## src/rtl/vga_timing_core.sv

```systemverilog
// ============================================================================
// Module   : vga_timing_core
// Brief    : Parametrised raster timing generator (FP->SYNC->BP->ACTIVE order)
//            with clock enable, registered X/Y/DE and delayed sync/strobes.
// Revision : 1.0
// ============================================================================
`default_nettype none

module vga_timing_core #(
    parameter int H_ACTIVE = 640,
    parameter int H_FP     = 16,
    parameter int H_SYNC   = 96,
    parameter int H_BP     = 48,
    parameter int V_ACTIVE = 480,
    parameter int V_FP     = 10,
    parameter int V_SYNC   = 2,
    parameter int V_BP     = 33,
    parameter int HS_POL   = 0,
    parameter int VS_POL   = 0,
    parameter int CW       = 12,
    parameter int DE_DELAY = 0
) (
    input  logic          clk,
    input  logic          reset_n,
    input  logic          en,
    output logic          hsync,
    output logic          vsync,
    output logic          de,
    output logic [CW-1:0] x_px,
    output logic [CW-1:0] y_px,
    output logic          line_start,
    output logic          frame_start,
    output logic          frame_end
);

    localparam int c_BLANK_H = H_FP + H_SYNC + H_BP;
    localparam int c_H_TOTAL = c_BLANK_H + H_ACTIVE;
    localparam int c_BLANK_V = V_FP + V_SYNC + V_BP;
    localparam int c_V_TOTAL = c_BLANK_V + V_ACTIVE;

    localparam logic [CW-1:0] c_H_MAX    = CW'(c_H_TOTAL - 1);
    localparam logic [CW-1:0] c_V_MAX    = CW'(c_V_TOTAL - 1);
    localparam logic [CW-1:0] c_H_BLANK  = CW'(c_BLANK_H);
    localparam logic [CW-1:0] c_V_BLANK  = CW'(c_BLANK_V);
    localparam logic [CW-1:0] c_HS_BEG   = CW'(H_FP);
    localparam logic [CW-1:0] c_HS_END   = CW'(H_FP + H_SYNC);
    localparam logic [CW-1:0] c_VS_BEG   = CW'(V_FP);
    localparam logic [CW-1:0] c_VS_END   = CW'(V_FP + V_SYNC);
    localparam logic          c_HS_ACT   = (HS_POL != 0);
    localparam logic          c_VS_ACT   = (VS_POL != 0);
    // Bundle order: {hsync, vsync, de, line_start, frame_start, frame_end}
    localparam logic [5:0]    c_IDLE     = {~c_HS_ACT, ~c_VS_ACT, 4'b0000};

    generate
        if (H_FP < 1 || H_SYNC < 1 || H_BP < 1 || V_FP < 1 || V_SYNC < 1 || V_BP < 1) begin : g_chk_porch
            $error("vga_timing_core: porch and sync widths must be at least 1");
        end
        if (CW < 1 || CW > 30 || c_H_TOTAL > (2 ** CW) || c_V_TOTAL > (2 ** CW)) begin : g_chk_cw
            $error("vga_timing_core: CW too narrow for H_TOTAL-1 / V_TOTAL-1");
        end
        if (DE_DELAY < 0 || DE_DELAY > 7) begin : g_chk_delay
            $error("vga_timing_core: DE_DELAY must be in 0..7");
        end
    endgenerate

    logic [CW-1:0] r_hc;
    logic [CW-1:0] r_vc;
    logic          w_de;
    logic [5:0]    w_dec;
    logic [5:0]    r_stg0;
    logic [5:0]    w_out;
    logic [CW-1:0] r_x;
    logic [CW-1:0] r_y;

    always_ff @(posedge clk or negedge reset_n) begin
        if (!reset_n) begin
            r_hc <= '0;
            r_vc <= '0;
        end else if (en) begin
            if (r_hc == c_H_MAX) begin
                r_hc <= '0;
                r_vc <= (r_vc == c_V_MAX) ? '0 : r_vc + 1'b1;
            end else begin
                r_hc <= r_hc + 1'b1;
            end
        end
    end

    assign w_de  = (r_hc >= c_H_BLANK) && (r_vc >= c_V_BLANK);
    assign w_dec = {
        ((r_hc >= c_HS_BEG) && (r_hc < c_HS_END)) ? c_HS_ACT : ~c_HS_ACT,
        ((r_vc >= c_VS_BEG) && (r_vc < c_VS_END)) ? c_VS_ACT : ~c_VS_ACT,
        w_de,
        (r_hc == '0),
        (r_hc == '0) && (r_vc == '0),
        (r_hc == c_H_MAX) && (r_vc == c_V_MAX)
    };

    always_ff @(posedge clk or negedge reset_n) begin
        if (!reset_n) begin
            r_stg0 <= c_IDLE;
            r_x    <= '0;
            r_y    <= '0;
        end else if (en) begin
            r_stg0 <= w_dec;
            r_x    <= w_de ? (r_hc - c_H_BLANK) : '0;
            r_y    <= w_de ? (r_vc - c_V_BLANK) : '0;
        end
    end

    // Only sync/DE/strobes are delayed; coordinates keep single-cycle latency.
    generate
        if (DE_DELAY == 0) begin : g_no_delay
            assign w_out = r_stg0;
        end else begin : g_delay
            logic [5:0] r_pipe [DE_DELAY];

            always_ff @(posedge clk or negedge reset_n) begin
                if (!reset_n) begin
                    for (int i = 0; i < DE_DELAY; i++) begin
                        r_pipe[i] <= c_IDLE;
                    end
                end else if (en) begin
                    r_pipe[0] <= r_stg0;
                    for (int i = 1; i < DE_DELAY; i++) begin
                        r_pipe[i] <= r_pipe[i-1];
                    end
                end
            end

            assign w_out = r_pipe[DE_DELAY-1];
        end
    endgenerate

    assign {hsync, vsync, de, line_start, frame_start, frame_end} = w_out;
    assign x_px = r_x;
    assign y_px = r_y;

endmodule

`default_nettype wire

```

## config.mk

```make
export PLATFORM = sky130hd
export DESIGN_NAME = vga_timing_core
export DESIGN_NICKNAME = d
export VERILOG_FILES = /design/src/rtl/vga_timing_core.sv
export SDC_FILE = /design/constraint.sdc
export NUM_CORES = 1
export LEC_CHECK = 0
export CAP_MARGIN = 20
export CELL_PAD_IN_SITES_DETAIL_PLACEMENT = 1
export CELL_PAD_IN_SITES_GLOBAL_PLACEMENT = 2
export CORE_MARGIN = 4
export CORE_UTILIZATION = 40
export CTS_BUF_LIST = sky130_fd_sc_hd__clkbuf_8 sky130_fd_sc_hd__clkbuf_16
export CTS_CLUSTER_DIAMETER = 150
export DETAILED_ROUTE_END_ITERATION = 8
export DONT_BUFFER_PORTS = 1
export PLACE_DENSITY = 0.81
export SYNTH_ARGS = -nofsm -noshare
export SYNTH_HDL_FRONTEND = slang
export SYNTH_SLANG_ARGS = --single-unit
```

## constraint.sdc

```tcl
create_clock -name clk -period 2.87 [get_ports clk]
set_input_delay 0.7175 -clock clk [delete_from_list [all_inputs] [get_ports clk]]
set_output_delay 0.7175 -clock clk [all_outputs]
set_load 0.01 [all_outputs]
```

After elaboration in Yosys (flattened, before gate mapping)
Index checks and enable logic that the tools add are counted.
- $add $sub $neg: 4
- magnitude comparators: 6
- equal/unequal tests: 2
- mux-type cells: 6
- reductions and logical operators: 8
- operators with widths (cell ; number):
    12-bit two-way mux ; 4
    12-bit by 1-bit adder with 12-bit output, second input constant ; 2
    12-bit by 10-bit == test with 1-bit output, second input constant ; 2
    12-bit zero test ; 2
    12-bit by 4-bit greater-or-equal comparator with 1-bit output, second input constant ; 1
    12-bit by 5-bit greater-or-equal comparator with 1-bit output, second input constant ; 1
    12-bit by 6-bit greater-or-equal comparator with 1-bit output, second input constant ; 1
    12-bit by 8-bit greater-or-equal comparator with 1-bit output, second input constant ; 1
    12-bit by 4-bit less-than comparator with 1-bit output, second input constant ; 1
    12-bit by 7-bit less-than comparator with 1-bit output, second input constant ; 1
    12-bit by 6-bit subtractor with 12-bit output, second input constant ; 1
    12-bit by 8-bit subtractor with 12-bit output, second input constant ; 1
    1-bit logical AND ; 5
    1-bit two-way mux ; 2
    2-bit AND reduction ; 1
- register bits after elaboration: 54
- bits of input ports: 3
- output and inout bits: 30
- word-level logic and storage cells: 31

Depth between registers and ports, before layout
Gate-level depths: netlist of the first run.
- depth in word-level cells: 3
- gate-level depth with buffers: 7
- mapped depth without buffers: 6

Least setup slack after synthesis of the first run
OpenSTA, ideal clock, no wires.
- path kind: in2reg
- start point: in en
- end point: reg r_vc[5]
- library setup time: 0.132 ns
- arrival time: 2.231 ns
- data required time: 2.738 ns
- path slack: 0.507 ns
- cell stages on the path: 6
- path buffers: 2
- cells stage by stage: clkbuf_1 > nand4_1 > or4_1 > buf_2 > or4b_4 > xnor2_2
- longest elaborated chain between the ends: 1
- ends and longest elaborated chain (item ; line ; text):
    from (decl) ; 25 ; input logic en,
    2-bit AND reduction (no line) ; -- ;
    to (signal assigned) ; 82 ; r_vc <= (r_vc == c_V_MAX) ? '0 : r_vc + 1'b1;
    to (decl) ; 67 ; logic [CW-1:0] r_vc;
Every way passes these cells.
A chain may end at the register's enable or synchronous reset.

Worst setup path in the final report of the first run
- start point: reg r_hc[5]
- end point: reg r_vc[5]
- longest elaborated chain between the ends: 2
- ends and longest elaborated chain (item ; line ; text):
    from (decl) ; 66 ; logic [CW-1:0] r_hc;
    from (signal assigned) ; 84 ; r_hc <= r_hc + 1'b1;
    12-bit by 10-bit == test with 1-bit output ; 80 ; if (r_hc == c_H_MAX) begin
    2-bit AND reduction (no line) ; -- ;
Every way passes these cells.

==> summary.md, run 1 <==
| Metric | Value |
|---|---|
| Status | finished, final reports clean |
| Peak Freq | 436 MHz |
| Routed WL | 6750 um |
| Setup Buffers After CTS | 0 |
| Die ar. | 8390 um2 |
| Synth Flop Type | dfrtp_1 |
| CP Max Fanout | 6 |
| Number of global-route vias before repair | 2074 |
| Metal-1 WL | 3360 um |
| Core box area | 6790 um2 |
| Number of port buffers | 0 |
| Fin. Hold Viols | 0 |
| Net Count, Synth | 285 |
| Top Metal Used | met4 |
| Mean post-synth cell area | 10.2 um2 |
| DR pass1 iterations | 4 |
| DRT iter0 DRCs | 131 |
| Global placer's final weighted congestion | 0.815 |
| Max clock buf depth | 2 |
| Register bit total from synthesis | 54 |
| First-pass GRT wire length | 11500 um |
| DRT antenna net count | 0 |
| Worst Setup Path Type | flop to flop |
| Layout cells sized above 1 | 0.0827 |
| Worst r2r src | r_hc[5]$_DFFE_PN0P_ |
| Share of the yosys chip area belonging to registers | 0.485 |
| Ports | 33 |
| Post-synth EDFFs | 0 |
| Worst Setup Slack, final | 0.577 ns |
| Slew Limit Fails | 0 |
| Type of the tightest min-delay check | primary input to async pin |
| H-tree depth | 2 |
| Clk_lat worst skew | 0.31 ns |
| DR WL met3 | 468 um |
| Post-DP HPWL | 4690 um |
| Clk pin slew, worst setup/hold paths | 0.09 ns |
| MaxCap Viol Count | 0 |
| Fill cell count | 751 |
| Tmin final | 2.29 ns |
| Setup TNS | 0 ns |
| Wire length on met2 | 2860 um |
| CP required | 3.06 ns |
| Clock root cell | clkbuf_8 |
| Worst hold slack | 0.0904 ns |
| DP Cell Count | 354 |
| TritonCTS clock tree | done |
| Via density | 5.71 |
| Post-route clock period utilization | 0.799 |
| Top post-synthesis cells by area | dfrtp_1 (47%), o2bb2ai_1 (7.2%), xnor2_1 (4.7%) |
| Worst reg2reg endpoint | r_vc[5]$_DFFE_PN0P_ |
| Worst reg2reg setup slack | 0.58 ns |
| Data arrival, critical path | 2.48 ns |
| DR vias | 2066 |
| Slew HR | 0.606 |
| Number of distinct library cells after synthesis | 50 |
| Setup crit end kind | flop |
| Slew @ Worst Pin | 0.591 ns |
| Drt drc | 0 |
| # diodes | 0 |
| R2r worst-path depth | 4 |
| Leakage Power | 0.00134 uW |
| Clock skew | 0.00357 ns |
| Cells after synthesis | 273 |
| Die Y | 91.6 um |
| Initial Util | 0.411 |
| Pin count of the biggest net entering global routing | 55 |
| TritonCTS buffer count | 5 |
| Post-route non-filler standard cell count | 362 |
| Num rows | 30 |
| GR Overflow Total | 0 |
| CTS resizes | 0 |
| WL per Instance | 18.7 um |
| Biggest area consumer among synthesized cells | dfrtp_1 |
| Maximum VDD drop | 0.000189 V |
| Yosys warns | 0 |
| Pre-CTS setup slack | 0.578 ns |
| Initial antenna violation count | 0 |
| Pwr per Cell Area | 513 nW/um2 |
| Asr flop ratio synth | 1.00 |
| Setup repair after global routing missed its margin | false |
| Synth Cell Area | 2790 um2 |
| Startpoint Class | flop |
| GRT Util Overall | 0.172 |
| Number of setup violations in the final report | 0 |
| # hold bufs at CTS | 0 |
| Synthesis-to-layout area growth | 6.85% |
| Final Net Count | 277 |
| Synth top area share | 0.466 |
| CTS Sinks | 54 |
| Die width | 91.6 um |
==> worst max-delay path by stage <==
stage | startpoint | to | slack (ns) | cells after the start
after floorplan | en | r_vc[5]$_DFFE_PN0P_ | 0.51 | 6
after global placement | r_hc[5]$_DFFE_PN0P_ | r_vc[5]$_DFFE_PN0P_ | 0.61 | 4
after detailed placement | r_hc[5]$_DFFE_PN0P_ | r_vc[5]$_DFFE_PN0P_ | 0.58 | 4
after CTS | r_hc[5]$_DFFE_PN0P_ | r_vc[5]$_DFFE_PN0P_ | 0.57 | 4
after global routing | r_vc[6]$_DFFE_PN0P_ | x_px[6]$_DFFE_PN0P_ | 0.48 | 5
final | r_hc[5]$_DFFE_PN0P_ | r_vc[5]$_DFFE_PN0P_ | 0.58 | 4
==> final cells by class <==
cell class	count	area, um2	share of cell area
multi-input cells	184	1310	0.438
flip-flops and latches	54	1350	0.453
inverters	15	56.3	0.0189
well taps	96	120	0.0402
clock buffers	8	110	0.0369
repair buffers	5	37.5	0.0126
==> per-layer routing <==
metal	track usage	vias to the layer above
met3	0.0539	6
li1	-	966
met1	0.257	1040
met4	0.0415	0
met2	0.241	54
met5	0	-
==> report_power, final <==
group / switching [uW] / internal (uW)
sequential: 74.7 / 802
clock: 245 / 244
combinational: 96.9 / 68.6
==> state kept, by name, indices dropped and copies added (netlist names) <==
| name | cells |
|---|---|
| y_px | 12 |
| x_px | 12 |
| r_hc | 12 |
| r_vc | 12 |
| r_stg0 | 6 |
==> Yosys cell counts, types with 4 or more instances <==
cell type	number
a21oi_1	5
and3_1	4
clkbuf_1	18
dfrtp_1	52
ha_1	9
inv_1	15
nand2_1	15
nand3_1	17
nand4_1	9
nor2_1	11
nor3_1	5
nor4_1	4
o21ai_0	9
o2bb2ai_1	23
or4_1	5
xnor2_1	15
xor2_1	9
==> worst max-delay path, stage by stage (launching register included) <==
cell	delay (ns)
dfrtp_1	0.45
or4_4	0.57
or4_1	0.51
or4b_4	0.51
xnor2_2	0.14
==> logic make-up (layout without fill, tap and decap cells) <==
kind of cell,after synthesis,count (layout),synth area share
flops,54,54,0.485
mux,2,2,0.00717
buf+inv,35,28,0.0475
fa+ha+maj,9,9,0.0403
xor+xnor,25,25,0.0811
simple gates,91,91,0.185
compound gates,57,57,0.155
==> placed cells by master, fill, tap and decap left out, types with 2 or more instances in the layout <==
master / instances
inv_1: 15
and3_1: 4
and2_1: 3
or3_1: 2
nand2b_1: 2
nor2_1: 11
nand4_1: 9
a31oi_1: 3
or4_1: 5
o211a_1: 3
mux2i_1: 2
o21a_1: 2
nor4_1: 4
and4_1: 2
nor3_1: 5
xnor2_1: 15
a211oi_1: 2
buf_4: 5
o2bb2ai_1: 23
dfrtp_1: 52
nand2_1: 15
xor2_1: 9
clkbuf_8: 8
dfstp_2: 2
nand3_1: 17
o21ai_0: 9
ha_1: 9
nand4b_1: 2
a31o_2: 2
a21oi_1: 5
==> per-stage QoR <==
stage | utilization | instance area, um2 | power (uW)
3_5_place_dp | 0.423 | 2880 | 1060
2_1_floorplan | - | 2790 | 1010
3_3_place_gp | 0.423 | 2880 | 1050
4_1_cts | 0.439 | 2990 | 1560
6_report | 0.439 | 2990 | 1530
5_1_grt | 0.439 | 2990 | 1630
Power figures use the tool's default switching activity.
==> inputs of run 2 (changes only) <==
==> constraint.sdc (replaced) <==
create_clock -name clk -period 2.4 [get_ports clk]
set_input_delay 0.6 -clock clk [delete_from_list [all_inputs] [get_ports clk]]
set_output_delay 0.6 -clock clk [all_outputs]
set_load 0.01 [all_outputs]
==> run 2 against run 1 <==
Effect of this change: count of clock-buffer cells in the layout decreased by 1; routed wire length rose by 5.9%; largest power group unchanged; highest routed layer unchanged; register-to-register slack got worse by 0.38 ns; power up 22%; clock power rose by 17%; non-clock buffer count grew 9.
==> summary.md, run 2 (synthesis results as in run 1) <==
| Metric | Value |
|---|---|
| Slew HR | 0.689 |
| # hold bufs at CTS | 1 |
| TritonCTS buffer count | 5 |
| TritonCTS clock tree | done |
| Largest delay share family, worst path | simple AND/OR/NAND/NOR gates |
| Peak Freq | 455 MHz |
| Tmin final | 2.20 ns |
| Drt drc | 0 |
| MaxCap Viol Count | 0 |
| Leading cell type in the layout, fill and taps excluded | dfrtp_1 |
| Post-route clock period utilization | 0.916 |
| Slew @ Worst Pin | 0.462 ns |
| Final Net Count | 286 |
| H-tree depth | 2 |
| Num rows | 30 |
| Number of setup violations in the final report | 0 |
| GR Overflow Total | 0 |
| DR vias | 2101 |
| Clock skew | 0.00923 ns |
| Slowest CP cell | or4_4 |
| Status | finished, final reports clean |
| CTS resizes | 0 |
| Fin. Hold Viols | 0 |
| WL per Instance | 19.3 um |
| Pwr per Cell Area | 609 nW/um2 |
| Die width | 91.6 um |
| CTS Sinks | 54 |
| Post-Place Cell Area | 2940 um2 |
| Core box area | 6790 um2 |
| Maximum VDD drop | 0.000260 V |
| Fill cell count | 779 |
| Clock root cell | clkbuf_8 |
| Die ar. | 8390 um2 |
| Final Instance Area | 3070 um2 |
| Layout cells sized above 1 | 0.113 |
| Setup Buffers After CTS | 0 |
| Initial Util | 0.411 |
| Post-DP HPWL | 4890 um |
| Via density | 5.66 |
| Setup repair after global routing missed its margin | false |
| Initial antenna violation count | 0 |
| DRT iter0 DRCs | 117 |
| Data arrival, critical path | 2.41 ns |
| Max clock buf depth | 2 |
| Setup crit end kind | flop |
| DRT antenna net count | 0 |
| WP buf/inv | 0 |
| # diodes | 0 |
| Slew Limit Fails | 0 |
| Clk_lat worst skew | 0.31 ns |
| Type of the tightest min-delay check | primary input to async pin |
| Number of global-route vias before repair | 2149 |
| GRT Util Overall | 0.179 |
| Pin count of the biggest net entering global routing | 53 |
| Die Y | 91.6 um |
| CP Max Fanout | 4 |
| Pre-CTS setup slack | 0.206 ns |
| Number of port buffers | 0 |
| Routed WL | 7150 um |
| Most frequent cells in the layout | dfrtp_1 (52), o2bb2ai_1 (23), nand3_1 (17) |
| Synthesis-to-layout area growth | 9.81% |
| Worst Setup Slack, final | 0.201 ns |
| Leakage Power | 0.00139 uW |
| CP required | 2.61 ns |
| First-pass GRT wire length | 11800 um |
| Global placer's final weighted congestion | 0.785 |
| CP max stage delay | 0.56 ns |
| DR pass1 iterations | 4 |
| Ports | 33 |
| Startpoint Class | flop |
| CP Cell Sequence | or4_4, or4_1, or4b_4, xnor2_2 |
| Worst Setup Path Type | flop to flop |
| Setup TNS | 0 ns |
| Clk pin slew, worst setup/hold paths | 0.10 ns |
run 2: cell count changes in the layout (fill, tap and decap cells not counted):
cell      delta
buf_4        +8
clkbuf_8     -1
clkinv_4     +1
buf_16       +1
run 2: final timing paths:
| kind | from | endpoint | slack [ns] | cells after the start |
|---|---|---|---|---|
| setup / recovery | r_hc[5]$_DFFE_PN0P_ | r_vc[5]$_DFFE_PN0P_ | 0.20 | 4 |
| hold / removal | reset_n | r_stg0[5]$_DFFE_PN1P_ | 0.12 | 0 |
| setup reg to reg | r_hc[5]$_DFFE_PN0P_ | r_vc[5]$_DFFE_PN0P_ | 0.20 | 4 |
| hold reg to reg | r_stg0[5]$_DFFE_PN1P_ | r_stg0[5]$_DFFE_PN1P_ | 0.54 | 2 |
| max in group asynchronous | reset_n | r_vc[3]$_DFFE_PN0P_ | 2.04 | 1 |
| min in group clk | en | r_stg0[5]$_DFFE_PN1P_ | 0.34 | 1 |
run 2: area by class of cell:
type / count / area [um2] / area share
sequential: 54 / 1350 / 0.441
multi-input combinational: 184 / 1310 / 0.426
timing repair buffer: 14 / 125 / 0.0408
tap: 96 / 120 / 0.0392
clock buffer: 7 / 96.3 / 0.0314
inverter: 15 / 56.3 / 0.0184
clock inverter: 1 / 8.76 / 0.00285
run 2: metrics by stage:
step | std cells | hold WS (ns) | total power [uW] | utilization
after floorplan | 273 | 0.304 | 1200 | -
after global placement | 362 | 0.306 | 1280 | 0.432
after detailed placement | 362 | 0.306 | 1290 | 0.432
after CTS | 371 | 0.106 | 1890 | 0.452
after global routing | 371 | 0.0929 | 1980 | 0.452
final | 371 | 0.117 | 1870 | 0.452
run 2: metal layers:
layer  wire (um)  share of wire  vias to the layer above  track usage
li1            -              -                      989            -
met1        3440           0.48                     1057        0.249
met2        3200           0.45                       48        0.272
met3         428          0.060                        7       0.0481
met4          83          0.012                        0       0.0490
met5           0              0                        -            0
run 2: power by group:
| part | switching, uW | total (uW) | internal, uW |
|---|---|---|---|
| Combinational | 168 | 274 | 106 |
| Sequential | 66.4 | 1030 | 959 |
| Clock | 305 | 570 | 265 |
| Total | 539 | 1870 | 1330 |
==> inputs of run 3 (changes only) <==
--- a/config.mk
+++ b/config.mk
@@ -15,6 +15,8 @@
 export DETAILED_ROUTE_END_ITERATION = 8
 export DONT_BUFFER_PORTS = 1
 export PLACE_DENSITY = 0.81
+export SKIP_CTS_REPAIR_TIMING = 1
 export SYNTH_ARGS = -nofsm -noshare
 export SYNTH_HDL_FRONTEND = slang
 export SYNTH_SLANG_ARGS = --single-unit
+export TNS_END_PERCENT = 20
==> run 3 against run 2 <==
Effect of this change: utilization is the same; worst setup slack gained 0.0020 ns; critical endpoint unchanged; critical path type unchanged; largest cell class unchanged; maximum frequency is essentially flat.
==> summary.md, run 3 (synthesis results as in run 1) <==
| Metric | Value |
|---|---|
| Clk pin slew, worst setup/hold paths | 0.10 ns |
| Leading cell type in the layout, fill and taps excluded | dfrtp_1 |
| Fin. Hold Viols | 0 |
| GRT Util Overall | 0.177 |
| Maximum VDD drop | 0.000259 V |
| Layout cells sized above 1 | 0.113 |
| Tmin final | 2.20 ns |
| Max clock buf depth | 2 |
| Clk_lat worst skew | 0.31 ns |
| Clock root cell | clkbuf_8 |
| Startpoint Class | flop |
| Status | finished, final reports clean |
| Die ar. | 8390 um2 |
| Clock skew | 0.00793 ns |
| TritonCTS buffer count | 5 |
| CP required | 2.61 ns |
| TritonCTS clock tree | done |
| Post-DP HPWL | 4890 um |
| First-pass GRT wire length | 11700 um |
| Leakage Power | 0.00139 uW |
| MaxCap Viol Count | 0 |
| Slew @ Worst Pin | 0.461 ns |
| DRT antenna net count | 0 |
| Via density | 5.75 |
| Fill cell count | 779 |
| GR Overflow Total | 0 |
| Global placer's final weighted congestion | 0.785 |
| Post-route clock period utilization | 0.915 |
| Pin count of the biggest net entering global routing | 55 |
| Worst Setup Path Type | flop to flop |
| Peak Freq | 455 MHz |
| Initial Util | 0.411 |
| Synthesis-to-layout area growth | 9.81% |
| Number of setup violations in the final report | 0 |
| H-tree depth | 2 |
| Most frequent cells in the layout | dfrtp_1 (52), o2bb2ai_1 (23), nand3_1 (17) |
| Number of global-route vias before repair | 2149 |
| Drt drc | 0 |
| Setup repair after global routing missed its margin | false |
| Data arrival, critical path | 2.41 ns |
| CP Max Fanout | 4 |
| CTS Sinks | 54 |
| DRT iter0 DRCs | 113 |
| Die width | 91.6 um |
| Die Y | 91.6 um |
| Slew HR | 0.690 |
| Ports | 33 |
| Number of port buffers | 0 |
| Slew Limit Fails | 0 |
| Setup TNS | 0 ns |
| Core box area | 6790 um2 |
| Worst hold slack | 0.114 ns |
| Initial antenna violation count | 0 |
| Final Net Count | 286 |
| WL per Instance | 19.3 um |
| Routed WL | 7170 um |
| Num rows | 30 |
| DR pass1 iterations | 4 |
| DR vias | 2133 |
| Pwr per Cell Area | 610 nW/um2 |
| # diodes | 0 |
| Setup crit end kind | flop |
| Type of the tightest min-delay check | primary input to async pin |
run 3: worst max-delay path, cell delays in order (launching register included):
cell,delay (ns)
dfrtp_1,0.39
or4_4,0.56
or4_1,0.51
or4b_4,0.51
xnor2_2,0.14
run 3: worst paths after layout:
check	start	end	slack [ns]	cells after the start
hold reg to reg	r_stg0[5]$_DFFE_PN1P_	r_stg0[5]$_DFFE_PN1P_	0.54	2
max in group asynchronous	reset_n	r_hc[10]$_DFFE_PN0P_	2.03	1
min in group clk	en	r_stg0[5]$_DFFE_PN1P_	0.33	1
setup / recovery	r_hc[5]$_DFFE_PN0P_	r_vc[5]$_DFFE_PN0P_	0.20	4
setup reg to reg	r_hc[5]$_DFFE_PN0P_	r_vc[5]$_DFFE_PN0P_	0.20	4
hold / removal	reset_n	r_stg0[5]$_DFFE_PN1P_	0.11	0
run 3: through the flow:
step	power, uW	utilization	cells	worst slack [ns]	cell area, um2
finish	1870	0.452	371	0.203	3070
CTS	1870	0.448	370	0.189	3040
floorplan	1200	-	273	0.0719	2790
global placement	1280	0.432	362	0.231	2940
global route	1980	0.452	371	0.145	3070
detailed placement	1290	0.432	362	0.206	2940
run 3: per-layer routing:
layer / wire length, um / global-route usage
met2: 3230 / 0.270
met5: 0 / 0
met3: 407 / 0.0497
met1: 3440 / 0.245
met4: 83 / 0.0490
run 3: cell type report:
cell class / instances / area [um2] / share of cell area
clock inverter: 1 / 8.76 / 0.00285
inverter: 15 / 56.3 / 0.0184
clock buffer: 7 / 96.3 / 0.0314
sequential: 54 / 1350 / 0.441
tap: 96 / 120 / 0.0392
multi-input combinational: 184 / 1310 / 0.426
timing repair buffer: 14 / 125 / 0.0408
run 3: power by group:
group | switching (uW) | total [uW] | internal (uW)
Clock | 306 | 571 | 265
Combinational | 168 | 274 | 106
Sequential | 67.5 | 1030 | 959
==> patch (settings of run 2) <==
The parameter `VS_POL` goes from 0 to 1.
--- a/src/rtl/vga_timing_core.sv
+++ b/src/rtl/vga_timing_core.sv
@@ -16,7 +16,7 @@
     parameter int V_SYNC   = 2,
     parameter int V_BP     = 33,
     parameter int HS_POL   = 0,
-    parameter int VS_POL   = 0,
+    parameter int VS_POL   = 1,
     parameter int CW       = 12,
     parameter int DE_DELAY = 0
 ) (
Check against the original RTL: not equivalent (Yosys sat finds a counterexample within 4 cycles, from zero or initial values and one cycle with reset_n low).
==> patch against run 2 <==
- power up 11%
- design area up 4.9%
- first-iteration DRC count shrank 18%
- maximum frequency rose by 6.9%
- setup slack improved by 0.14 ns
- area after synthesis rose by 6.1%
- routed wire length rose by 7.6%
- clock power grew 10%
- critical path type unchanged
- sequential cell count unchanged
- count of clock-buffer cells in the layout shrank 2
- utilization down 0.53 points
- largest power group unchanged
==> patch: results (changes against run 2) <==
=======================================================================================
Post-placement worst setup slack                                               0.360 ns   was 0.206 ns
Worst EP arrival                                                                2.30 ns   was 2.41 ns
Wire length of the first global-routing pass                                   12900 µm   was 11800 µm
Cell types with the largest area share after synthesis                     sky130_fd_sc_hd__dfrtp_1 45%, sky130_fd_sc_hd__o32ai_1 7.1%, sky130_fd_sc_hd__inv_1 5.4%   was sky130_fd_sc_hd__dfrtp_1 47%, sky130_fd_sc_hd__o2bb2ai_1 7.2%, sky130_fd_sc_hd__xnor2_1 4.7%
Number of nets in the layout                                                        323   was 286
Number of standard cells in the final layout excluding fillers                      411   was 371
Worst R2R Setup Slack                                                           0.34 ns   was 0.20 ns
Worst hold slack                                                               0.120 ns   was 0.117 ns
Start of the worst register-to-register path                               r_hc[10]$_DFFE_PN0P_   was r_hc[5]$_DFFE_PN0P_
Worst-case clock skew                                                        0.00953 ns   was 0.00923 ns
Time the final worst path needs with I/O delays and setup                       2.06 ns   was 2.20 ns
Cell area reported after detailed placement                                 0.00308 mm²   was 0.00294 mm²
Netlist cell types                                                                   48   was 50
Post-synth net total                                                                327   was 285
Fraction of layout cells with a size suffix above 1                               8.65%   was 11.3%
Aggregate global-route resource usage                                             18.6%   was 17.9%
Number of violations reported at the end of detailed-routing iteration 0             96   was 117
Total instance count after detailed placement                                       402   was 362
Max-slew headroom at the worst pin                                                60.7%   was 68.9%
Power spent charging and discharging nets                                      0.624 mW   was 0.539 mW
Result of the run                                                          complete, no violations   unchanged
Standby leakage power                                                           1.35 nW   was 1.39 nW
Post-DP HPWL                                                                    5310 µm   was 4890 µm
Maximum resistive drop on vdd                                                  0.388 mV   was 0.260 mV
List of most frequent post-synthesis cells                                 53 x sky130_fd_sc_hd__dfrtp_1, 43 x sky130_fd_sc_hd__inv_1, 24 x sky130_fd_sc_hd__o32ai_1   was 52 x sky130_fd_sc_hd__dfrtp_1, 23 x sky130_fd_sc_hd__o2bb2ai_1, 18 x sky130_fd_sc_hd__clkbuf_1
=======================================================================================
## patch: cell count changes after synthesis, moves of 4 or more
cell / run 2 / this run
sky130_fd_sc_hd__inv_1: 15 / 43
sky130_fd_sc_hd__or4_1: 5 / 0
sky130_fd_sc_hd__a21oi_1: 5 / 11
sky130_fd_sc_hd__nor2_1: 11 / 15
sky130_fd_sc_hd__o32ai_1: 1 / 24
sky130_fd_sc_hd__o2bb2ai_1: 23 / 2
## patch: layout make-up
| cell class | instances | area (µm²) |
|---|---|---|
| timing repair buffer | 12 | 110 |
| tap | 99 | 124 |
| sequential | 54 | 1350 |
| fill | 854 | 4000 |
| inverter | 44 | 165 |
| clock inverter | 3 | 41.3 |
| multi-input combinational | 194 | 1360 |
| clock buffer | 5 | 68.8 |
## patch: logic make-up after synthesis
group           count (synthesis)  share of synthesized area [%]
simple gates                   93                           17.4
compound gates                 68                           16.7
buf+inv                        67                           9.16
flops                          54                           45.6
xor+xnor                       20                           5.91
fa+ha+maj                       9                           3.80
mux                             4                           1.35
## patch: power groups by stage
stage	clock [mW]	combinational (mW)	sequential, mW
floorplan	0	0.233	1.12
global placement	0	0.267	1.16
detailed placement	0	0.273	1.16
CTS	0.641	0.299	1.14
global route	0.686	0.339	1.16
finish	0.629	0.294	1.14
## patch: worst max-delay path: stages (launching register included)
cell and delay (ns):
sky130_fd_sc_hd__dfrtp_1 0.49, sky130_fd_sc_hd__or3_4 0.47, sky130_fd_sc_hd__or4_4 0.59, sky130_fd_sc_hd__or3_1 0.37
sky130_fd_sc_hd__o21ai_1 0.07
## patch: per-layer routing
layer / vias up / GRT usage, % / wire length [µm]
met1: 1161 / 27.2 / 3770
li1: 1101 / - / -
met4: 0 / 3.61 / 59
met2: 50 / 27.9 / 3440
met3: 6 / 4.81 / 421
met5: - / 0 / 0
